[src/rtl/adc_osr_param.sv]
// adc_osr_param: run-time selectable 2^m oversampling accumulator with left-justified window sum and completion strobe
module adc_osr_param #(
  parameter int DATA_W       = 12,
  parameter int MAX_OSR_LOG2 = 4,
  parameter int MODE_W       = 3
) (
  input  logic                           clk,
  input  logic                           rst_n,
  input  logic                           ena,
  input  logic                           clear_in,
  input  logic [MODE_W-1:0]              osr_mode_in,
  input  logic [DATA_W-1:0]              data_in,
  output logic [DATA_W+MAX_OSR_LOG2-1:0] data_out,
  output logic                           conversion_finished_strobe_out,
  output logic                           busy_out
);
  localparam int OW = DATA_W + MAX_OSR_LOG2;
  localparam int CW = MAX_OSR_LOG2 > 0 ? MAX_OSR_LOG2 : 1;
  localparam logic [MODE_W-1:0] MAXM = MODE_W'(MAX_OSR_LOG2);
  logic [OW-1:0] acc_q, acc_d, dout_q, dout_d, sum;
  logic [CW-1:0] cnt_q, cnt_d;
  logic [MODE_W-1:0] mlat_q, mlat_d, m_cur;
  logic [CW:0] lim;
  logic stb_q, stb_d, last;
  always_comb begin
    m_cur  = cnt_q == '0 ? (osr_mode_in > MAXM ? MAXM : osr_mode_in) : mlat_q;
    lim    = ((CW+1)'(1) << m_cur) - (CW+1)'(1);
    last   = {1'b0, cnt_q} == lim;
    sum    = (cnt_q == '0 ? '0 : acc_q) + OW'(data_in);
    mlat_d = m_cur;
    acc_d  = clear_in ? '0 : ena ? (last ? '0 : sum) : acc_q;
    cnt_d  = clear_in ? '0 : ena ? (last ? '0 : cnt_q + 1'b1) : cnt_q;
    stb_d  = ena & ~clear_in & last;
    dout_d = stb_d ? sum << (MAXM - m_cur) : dout_q;
  end
  always_ff @(posedge clk or negedge rst_n) begin
    if (!rst_n) begin
      acc_q  <= '0;
      cnt_q  <= '0;
      mlat_q <= '0;
      dout_q <= '0;
      stb_q  <= 1'b0;
    end else begin
      acc_q  <= acc_d;
      cnt_q  <= cnt_d;
      mlat_q <= mlat_d;
      dout_q <= dout_d;
      stb_q  <= stb_d;
    end
  end
  assign data_out = dout_q;
  assign conversion_finished_strobe_out = stb_q;
  assign busy_out = cnt_q != '0;
endmodule

[config.mk]
export PLATFORM = sky130hd
export DESIGN_NAME = adc_osr_param
export DESIGN_NICKNAME = d
export VERILOG_FILES = /design/src/rtl/adc_osr_param.sv
export SDC_FILE = /design/constraint.sdc
export NUM_CORES = 1
export LEC_CHECK = 0
export CAP_MARGIN = 30
export CORE_MARGIN = 3
export CORE_UTILIZATION = 25
export DETAILED_ROUTE_END_ITERATION = 8
export GPL_TIMING_DRIVEN = 0
export SETUP_SLACK_MARGIN = 0.02
export SYNTH_ARGS = -nofsm -noshare
export SYNTH_HDL_FRONTEND = slang
export SYNTH_SLANG_ARGS = --single-unit
[constraint.sdc]
create_clock -name clk -period 6.1 [get_ports clk]
set_input_delay 0.61 -clock clk [delete_from_list [all_inputs] [get_ports clk]]
set_output_delay 0.61 -clock clk [all_outputs]
set_load 0.01 [all_outputs]
# [Word-level counts from Yosys, hierarchy flattened]
# Index checks and enable logic that the tools add are counted.
[totals] register_bits=40 elab_cells=28
[op_classes] mux=9 reduce_logical=3 shift=2 n_addsub=4 eq_ne=1 magnitude_cmp=1 bitwise=3
[op_table] op="$mux 16" n=4
[op_table] op="$add 16x12->16" n=1
[op_table] op="$shl 16x3->16" n=1
[op_table] op="$mux 4" n=3
[op_table] op="$mux 3" n=2
[op_table] op="$eq 4x5->1" n=1
[op_table] op="$shl 1x3->5 const A" n=1
[op_table] op="$sub 5x2->5 const B" n=1
[op_table] op="$add 4x1->4 const B" n=1
[op_table] op="$logic_not 4->1" n=1
[op_table] op="$reduce_bool 4->1" n=1
[op_table] op="$gt 3x3->1 const B" n=1
[op_table] op="$sub 3x3->3 const A" n=1
[op_table] op="$and 1x1->1" n=2
[op_table] op="$reduce_bool 2->1" n=1
[op_table] op="$not 1->1" n=1

# [Depth between registers and ports, before layout]
# Gate-level depths: netlist of the first run.
[logic_depth] word_depth=9 mapped_depth=21

# [Least setup slack after synthesis of the first run]
# No wires, ideal clock.
[synth_path] path_kind="register -> register" start="register cnt_q[0]" end="register dout_q[15], in the netlist data_out[15]" path_slack_ns=2.278 n_path_buf=3 t_arrival_ns=3.694 required_time_ns=5.972 stages_incl_launch_ff=20 path_cell_list="dfrtp_1 -> inv_1 -> ha_1 -> nor3b_4 -> inv_4 -> buf_2 -> a21oi_2 -> nand2_1 -> inv_1 -> ha_1 -> inv_1 -> ha_1 -> xnor2_1 -> or3_1 -> a32o_1 -> or2_1 -> buf_6 -> buf_6 -> o31ai_1 -> a21oi_1"
[synth_between] elab_chain_len=6 word_cells_on_any_way=10 cone_classes="add/sub: 3; eq/ne: 1; shift: 2; mux: 2; bitwise: 1; reduce/logical: 1"
[synth_rtl] element="start: declaration" line_no="21" text="logic [CW-1:0] cnt_q, cnt_d;"
[synth_rtl] element="start signal: assignment" line_no="45" text="cnt_q <= cnt_d;"
[synth_rtl] element="branches (longest 6 deep; another with $add 16x12->16)"
[synth_rtl] element="end signal: assignment" line_no="47" text="dout_q <= dout_d;"
[synth_rtl] element="end: declaration" line_no="20" text="logic [OW-1:0] acc_q, acc_d, dout_q, dout_d, sum;"
# Parallel ways; which one is timed is not known.
# A chain may end at the register's enable or synchronous reset.

# [Final worst setup path of the first run]
# Same ends and word-level chain as after synthesis.

==> metrics.txt, run 1 <==
Critical Path End Type flip-flop; synthesized area per cell 8.77 um^2; Post-CTS Setup Repair Bufs 0; Tot GR Track Use 12.0%; area grow syn2layout 25.9%; HPWL Detailed 6.29 mm; clock root buffer clkbuf_16; Yosys top cell by area dfrtp_1; crit share post-route 74.6%; Cell Area, Placed 0.00368 mm^2; Post-Synth Adder-Cell Area 7.52%; post-synthesis xor/xnor area fraction 4.24%; DR pass1 iterations 4; row cnt 40; EDFF count, synth 0; I/O Pins 37; complex-gate fraction of the synthesized area 25.1%; wire length on met2 3.72 mm; DRT antenna net count 0; met3 routed WL 340 um; clock buffer depth 2; gpl congestion 0.851; Reg-to-Reg Start cnt_q[0]; CP required 6260 ps; Async SR Flop Fraction 100%; DIE AREA 0.0138 mm^2; crit path time final 4550 ps; max-slew violations 0; Post-Syn Area 0.00310 mm^2; Total Power 1200 uW; initial antenna violation count 0; uppermost layer routed met4; number of synthesized register bits 40; synth warn 0; pin count of the biggest net entering global routing 26; leakage 0.00170 uW; Slew headroom 59.5%; actual slew at the worst max-slew pin 605 ps; DRT met1 WL 3.84 mm; setup_tns 0 ps; clock insertion delay at the later pin of the skew report 290 ps; Critical Path AT 4710 ps; final layout net count 434; worst reg-to-reg path cell count 20; DRT iter0 DRCs 200; total CTS buffers 5; Distinct cells, synth 64; htree depth 2; RSZ-0062 raised after global routing no; via count 2,752; CTS Hold Bufs 0; Clk pin slew, worst setup/hold paths 60 ps; filler cell count 1,249; Sink Count 40; critical-path maximum fanout 10; vias in the first global route 2,669; status completed; drt drc 0; routed vias/inst 4.86; mux cell area share after synthesis 5.62%; Die Y 117 um; cts repair resizes 0; layout cells sized above 1 8.79%; Worst R2R End data_out[15]; Antenna Cells 0; final WL 7.99 mm; initial core utilization 25.7%; first-pass GRT wire length 13.3 mm; Die Width 117 um; # setup viols final 0; top-area cell type share of the netlist area 32.3%; CTS tree built; gr ovfl total 0; main combinational cell family by area after synthesis compound AO/OA/AOI/OAI gates; worst hold path type primary input to async pin; crit path kind flip-flop to flip-flop; CP startpoint kind flip-flop; Syn Inst Count 353; ys flop type dfrtp_1; Synth Area in Simple Gates 20.7%; CORE AREA 0.0121 mm^2; clk_skew 6.13 ps; Post-Syn Nets 390; number of port buffers 36; post-route cell area 0.00390 mm^2; Synth area leaders dfrtp_1 (32%), ha_1 (6.9%), nand2_1 (5.1%), a22o_1 (4.8%), mux2i_1 (4.5%); max capacitance violation total 0; VDD IR max 0.171 mV; Pwr per Cell Area 307 mW/mm^2; Fin. Hold Viols 0; Routed WL per cell 14.1 um; max frequency 220 MHz; share of the yosys chip area belonging to registers 32.3%; worst reg2reg setup slack 1550 ps
-- registers in the layout (all words and copies together) (netlist names) --
signal / cells
acc_q: 16
data_out: 16
cnt_q: 4
mlat_q: 3
conversion_finished_strobe_out: 1
-- where the power goes --
group          switching [uW]  leakage [uW]  internal [uW]  total [uW]
Combinational             254       0.00106            213         466
Clock                     109      0.000104            276         385
Sequential               29.9      0.000536            316         346
-- worst max-delay path, stage by stage, from the launching register on --
cell and delay (ps):
dfrtp_1 440, inv_1 120, ha_1 160, nor3b_4 310, inv_4 110, buf_2 210
a21oi_2 310, nand2_1 190, inv_1 240, ha_1 260, inv_1 90, ha_1 300
xnor2_1 160, nor4_1 210, o311ai_0 180, a32o_1 260, or2_1 230, buf_6 150
buf_6 140, o31ai_1 250, a21oi_1 70
-- cells in the final DEF, fill, tap and decap left out, types with 2 or more instances in the layout --
cell type / instances
nand2_1: 42
dfrtp_1: 40
clkdlybuf4s50_1: 35
nor2_1: 27
o21ai_0: 19
a22o_1: 17
ha_1: 17
and2_1: 16
a21oi_1: 15
mux2i_1: 14
buf_2: 9
inv_1: 9
xor2_1: 8
nor2b_1: 7
clkbuf_1: 7
xnor2_1: 7
nor3_1: 7
nand3_1: 7
o211ai_1: 6
a211oi_1: 6
nand2b_1: 5
a21o_1: 5
clkbuf_16: 5
o31ai_1: 4
or3_1: 3
and3_1: 3
o21bai_1: 3
o31ai_2: 3
o21a_1: 3
a31oi_1: 3
bufinv_16: 3
nand3b_1: 2
buf_6: 2
a21boi_1: 2
a221o_1: 2
a22oi_1: 2
o22ai_1: 2
-- metal layers --
layer | track usage [%] | vias up
li1 | - | 1370
met1 | 16.8 | 1311
met2 | 19.3 | 63
met3 | 2.26 | 8
met4 | 2.52 | 0
met5 | 0 | -
-- through the flow --
stage / util, % / hold slack [ps] / cells / worst slack (ps)
floorplan: - / 314 / 353 / 2280
global placement: 30.4 / 458 / 557 / 1640
detailed placement: 30.5 / 467 / 558 / 1570
CTS: 32.3 / 263 / 566 / 1560
global route: 32.3 / 272 / 566 / 1150
finish: 32.3 / 247 / 566 / 1550
-- cell usage after synthesis (all sizes together), types with 8 or more instances --
cell type / n
buf: 10
nor2: 27
a22o: 17
nand2: 42
inv: 12
ha: 17
and2: 17
mux2i: 14
dfrtp: 40
o21ai: 20
xor2: 8
a21oi: 16
-- final cells by class --
| cell class | count | area, um^2 | share of cell area (%) |
|---|---|---|---|
| plain buffers | 17 | 88.8 | 2.28 |
| clock buffers | 5 | 125 | 3.21 |
| clock inverters | 3 | 90.1 | 2.31 |
| inverters | 12 | 52.6 | 1.35 |
| multi-input cells | 284 | 1950 | 50.1 |
| flip-flops and latches | 40 | 1000 | 25.7 |
| well taps | 168 | 210 | 5.39 |
| repair buffers | 37 | 375 | 9.63 |
-- kinds of logic (layout without fill, tap and decap cells) --
family,after synthesis,in the layout
mux,16,16
xor+xnor,15,15
buf+inv,29,74
flops,40,40
fa+ha+maj,18,18
simple gates,129,129
compound gates,106,106
-- how the worst max path moves through the flow --
stage,from,to,cells past startpoint
global route,cnt_q[0],data_out[15],20
detailed placement,osr_mode_in[0],data_out[15],17
floorplan,cnt_q[0],data_out[15],19
global placement,osr_mode_in[0],data_out[15],18
finish,cnt_q[0],data_out[15],20
CTS,cnt_q[0],data_out[15],20
Power figures use the tool's default switching activity.
==> run 2: changes to the inputs <==
==> constraint.sdc (replaced) <==
create_clock -name clk -period 4.4 [get_ports clk]
set_input_delay 0.44 -clock clk [delete_from_list [all_inputs] [get_ports clk]]
set_output_delay 0.44 -clock clk [all_outputs]
set_load 0.01 [all_outputs]
==> run 2 against run 1 <==
Effect of this change:
- count of clock-buffer cells in the layout is the same
- worst setup slack worse by 1400 ps
- largest power group unchanged
- global-route usage is 0.12 points higher
- flip-flop and latch count stayed put
- utilization is 0.98 points higher
- critical path depth down 1
- maximum frequency is 7.5% higher
- power up 42%
==> metrics.txt, run 2 (synthesis gave the netlist of run 1 again) <==
max-slew violations 0; pre-CTS setup slack -89.9 ps; actual slew at the worst max-slew pin 526 ps; first-pass GRT wire length 13.5 mm; clock insertion delay at the later pin of the skew report 290 ps; Antenna Cells 0; Slew headroom 64.8%; Pwr per Cell Area 425 mW/mm^2; layout cells sized above 1 12.8%; gpl congestion 0.851; I/O Pins 37; htree depth 2; CTS Hold Bufs 0; clock root buffer clkbuf_16; Routed WL per cell 14.3 um; filler cell count 1,240; final layout net count 443; initial antenna violation count 0; RSZ-0062 raised after global routing yes; VDD IR max 0.240 mV; status completed; gr ovfl total 0; routed vias/inst 4.84; CP startpoint kind flip-flop; DR pass1 iterations 5; worst hold path type primary input to async pin; final WL 8.21 mm; Total Power 1700 uW; vias in the first global route 2,703; HPWL Detailed 6.29 mm; via count 2,782; DRT antenna net count 0; most frequent cells in the layout nand2_1 (41), dfrtp_1 (39), clkdlybuf4s50_1 (35), nor2_1 (27), o21ai_0 (19); total CTS buffers 5; area grow syn2layout 29.7%; crit path time final 4230 ps; number of port buffers 36; drt drc 0; Die Width 117 um; DRT iter0 DRCs 147; CP required 4560 ps; clk_skew 7.28 ps; max capacitance violation total 0; setup_tns 0 ps; critical-path maximum fanout 10; Tot GR Track Use 12.1%; most common cell after layout, fill and taps aside nand2_1; CORE AREA 0.0121 mm^2; Die Y 117 um; Fin. Hold Viols 0; Critical Path End Type flip-flop; Final WS setup 170 ps; DIE AREA 0.0138 mm^2; leakage 0.00175 uW; multi-input gate area in the final layout 0.00200 mm^2; crit path kind flip-flop to flip-flop; Sink Count 40; clock buffer depth 2; crit share post-route 96.1%; Seq. cell area 0.00100 mm^2; CTS tree built; max frequency 236 MHz; row cnt 40; Clk pin slew, worst setup/hold paths 60 ps; # setup viols final 0; initial core utilization 25.7%; Critical Path AT 4390 ps; pin count of the biggest net entering global routing 26
[run 2: repair_timing]
action                     CTS  global route
setup endpoints to repair   22            35
pin swaps                    1             4
resized for setup            3            12
setup buffers                3             6
[run 2: path summary, 6_finish.rpt]
kind                        startpoint            to  slack, ps  cells after the start
max                           cnt_q[0]  data_out[15]        170                     19
min                              rst_n   data_out[0]         80                      1
max reg2reg                   cnt_q[0]  data_out[15]        170                     19
min reg2reg                data_out[2]   data_out[2]        470                      2
max in group asynchronous        rst_n      cnt_q[0]       3850                      2
min in group clk           data_out[2]   data_out[2]        470                      2
[run 2: metrics by stage]
stage               hold slack (ps)  cell area (um^2)  cells  utilization [%]
detailed placement              393              3680    558             30.5
floorplan                       144              3100    353                -
global placement                458              3670    557             30.4
CTS                            93.0              3930    569             32.6
global route                    102              4010    575             33.3
finish                         76.6              4010    575             33.3
[run 2: power breakdown]
group          switching [uW]  total [uW]  internal, uW
registers                41.7         480           438
clock network             153         535           383
logic                     367         689           323
[run 2: worst max-delay path, stage by stage (launching register included)]
cell and delay, ps:
dfrtp_2 450, inv_1 100, ha_1 160, nor3b_4 250, inv_4 100, clkbuf_4 220, a21oi_4 240, nand2_2 130
inv_2 140, ha_1 220, inv_1 90, ha_1 300, xnor2_1 180, or3_1 380, a32o_1 270, or2_1 230
buf_6 160, buf_6 140, o31ai_1 250, a21oi_1 70
[run 2: routing by layer]
layer	track usage [%]	vias up	part of all wire (%)
met4	2.68	0	1.2
met1	16.9	1329	48
met2	19.6	55	47
met3	2.21	9	3.4
met5	0	-	0
li1	-	1389	-
[run 2: final cells by class]
class	count	share of cell area (%)
multi-input combinational	284	49.8
clock buffer	5	3.12
timing repair buffer	46	11.0
inverter	12	1.31
buffer	17	2.31
tap	168	5.24
clock inverter	3	2.24
sequential	40	25.0
==> run 3: changes to the inputs <==
--- a/config.mk
+++ b/config.mk
@@ -8,6 +8,7 @@
 export CAP_MARGIN = 30
 export CORE_MARGIN = 3
 export CORE_UTILIZATION = 25
+export CTS_BUF_LIST = sky130_fd_sc_hd__clkbuf_2 sky130_fd_sc_hd__clkbuf_4 sky130_fd_sc_hd__clkbuf_8
 export DETAILED_ROUTE_END_ITERATION = 8
 export GPL_TIMING_DRIVEN = 0
 export SETUP_SLACK_MARGIN = 0.02
==> run 3 against run 2 <==
Effect of this change:
- clock skew is 6.8 ps higher
- via count is 0.61% higher
- critical path depth stayed put
- die area stayed put
==> metrics.txt, run 3 (synthesis gave the netlist of run 1 again) <==
gr ovfl total 0; final layout net count 440; row cnt 40; area grow syn2layout 27.4%; CTS tree built; Die Width 117 um; Total Power 1590 uW; max frequency 238 MHz; drt drc 0; DR pass1 iterations 5; clock root buffer clkbuf_8; crit path kind flip-flop to flip-flop; CORE AREA 0.0121 mm^2; VDD IR max 0.227 mV; gpl congestion 0.851; CP startpoint kind flip-flop; Pwr per Cell Area 403 mW/mm^2; pre-CTS setup slack -89.9 ps; crit share post-route 95.6%; CP required 4580 ps; I/O Pins 37; HPWL Detailed 6.29 mm; max capacitance violation total 0; htree depth 2; layout cells sized above 1 12.6%; max-slew violations 0; RSZ-0062 raised after global routing no; clock insertion delay at the later pin of the skew report 310 ps; most frequent cells in the layout nand2_1 (41), dfrtp_1 (39), clkdlybuf4s50_1 (35), nor2_1 (27), o21ai_0 (19); Final WS setup 195 ps; vias in the first global route 2,693; crit path time final 4200 ps; DIE AREA 0.0138 mm^2; DRT antenna net count 0; Clk pin slew, worst setup/hold paths 90 ps; Final Util 32.7%; final WL 8.24 mm; DRT iter0 DRCs 187; worst reg-to-reg path cell count 19; Die Y 117 um; via count 2,799; Critical Path End Type flip-flop; status completed; Sink Count 40; Fin. Hold Viols 0; worst hold path type primary input to async pin; clk_skew 14.1 ps; Tot GR Track Use 12.1%; actual slew at the worst max-slew pin 536 ps; leakage 0.00171 uW; routed vias/inst 4.89; Cell Area, Placed 0.00368 mm^2; initial antenna violation count 0; most common cell after layout, fill and taps aside nand2_1; pin count of the biggest net entering global routing 26; Critical Path AT 4380 ps; Slew headroom 64.3%; # setup viols final 0; Antenna Cells 0; critical-path maximum fanout 10; post-route cell area 0.00395 mm^2; Routed WL per cell 14.4 um; first-pass GRT wire length 13.5 mm; total CTS buffers 5; number of port buffers 36; initial core utilization 25.7%; clock buffer depth 2
[run 3: path summary, 6_finish.rpt]
check                                to  slack [ps]        start
min in group clk            data_out[2]         480  data_out[2]
hold reg to reg             data_out[2]         480  data_out[2]
max in group asynchronous      cnt_q[0]        3890        rst_n
setup reg to reg           data_out[15]         200     cnt_q[0]
hold / removal              data_out[0]          50        rst_n
setup / recovery           data_out[15]         200     cnt_q[0]
[run 3: critical path: stages (launching register included)]
cell      delay [ps]
dfrtp_2          450
inv_1            100
ha_1             160
nor3b_4          260
inv_4            100
clkbuf_4         220
a21oi_4          200
nand2_2          120
inv_2            140
ha_1             220
inv_1             90
ha_1             300
xnor2_1          180
or3_1            390
a32o_1           270
or2_1            230
buf_6            150
buf_6            150
o31ai_2          240
a21oi_1           70
[run 3: metrics by stage]
step | TNS (ps) | instances | hold WS (ps)
after floorplan | 0 | 353 | 144
after global placement | -24.5 | 557 | 458
after detailed placement | -172 | 558 | 393
after CTS | 0 | 567 | 67.6
after global routing | 0 | 572 | 80.7
final | 0 | 572 | 54.4
[run 3: final cells by class]
cell class / count / area, um^2
plain buffers: 17 / 92.6
multi-input cells: 284 / 2010
inverters: 12 / 52.6
flip-flops and latches: 40 / 1000
clock inverters: 3 / 90.1
repair buffers: 43 / 420
fillers: 1243 / 8120
well taps: 168 / 210
clock buffers: 5 / 68.8
[run 3: what timing repair did]
item | in CTS | in global routing
pin swaps | 1 | 2
endpoints found under the setup margin | 24 | 29
gates resized for setup | 5 | 11
cloned | 0 | 0
hold buffers | 0 | 0
buffers inserted | 1 | 5
[run 3: layer usage]
metal | wire [um] | vias up | global-route usage [%]
li1 | - | 1387 | -
met1 | 3850 | 1350 | 16.9
met2 | 4000 | 55 | 19.9
met3 | 328 | 7 | 1.65
met4 | 59 | 0 | 2.83
met5 | 0 | - | 0
[run 3: report_power, final]
group	switching (uW)	total [uW]	internal [uW]
clock network	140	424	284
registers	41.6	479	437
logic	370	687	317
total	552	1590	1040
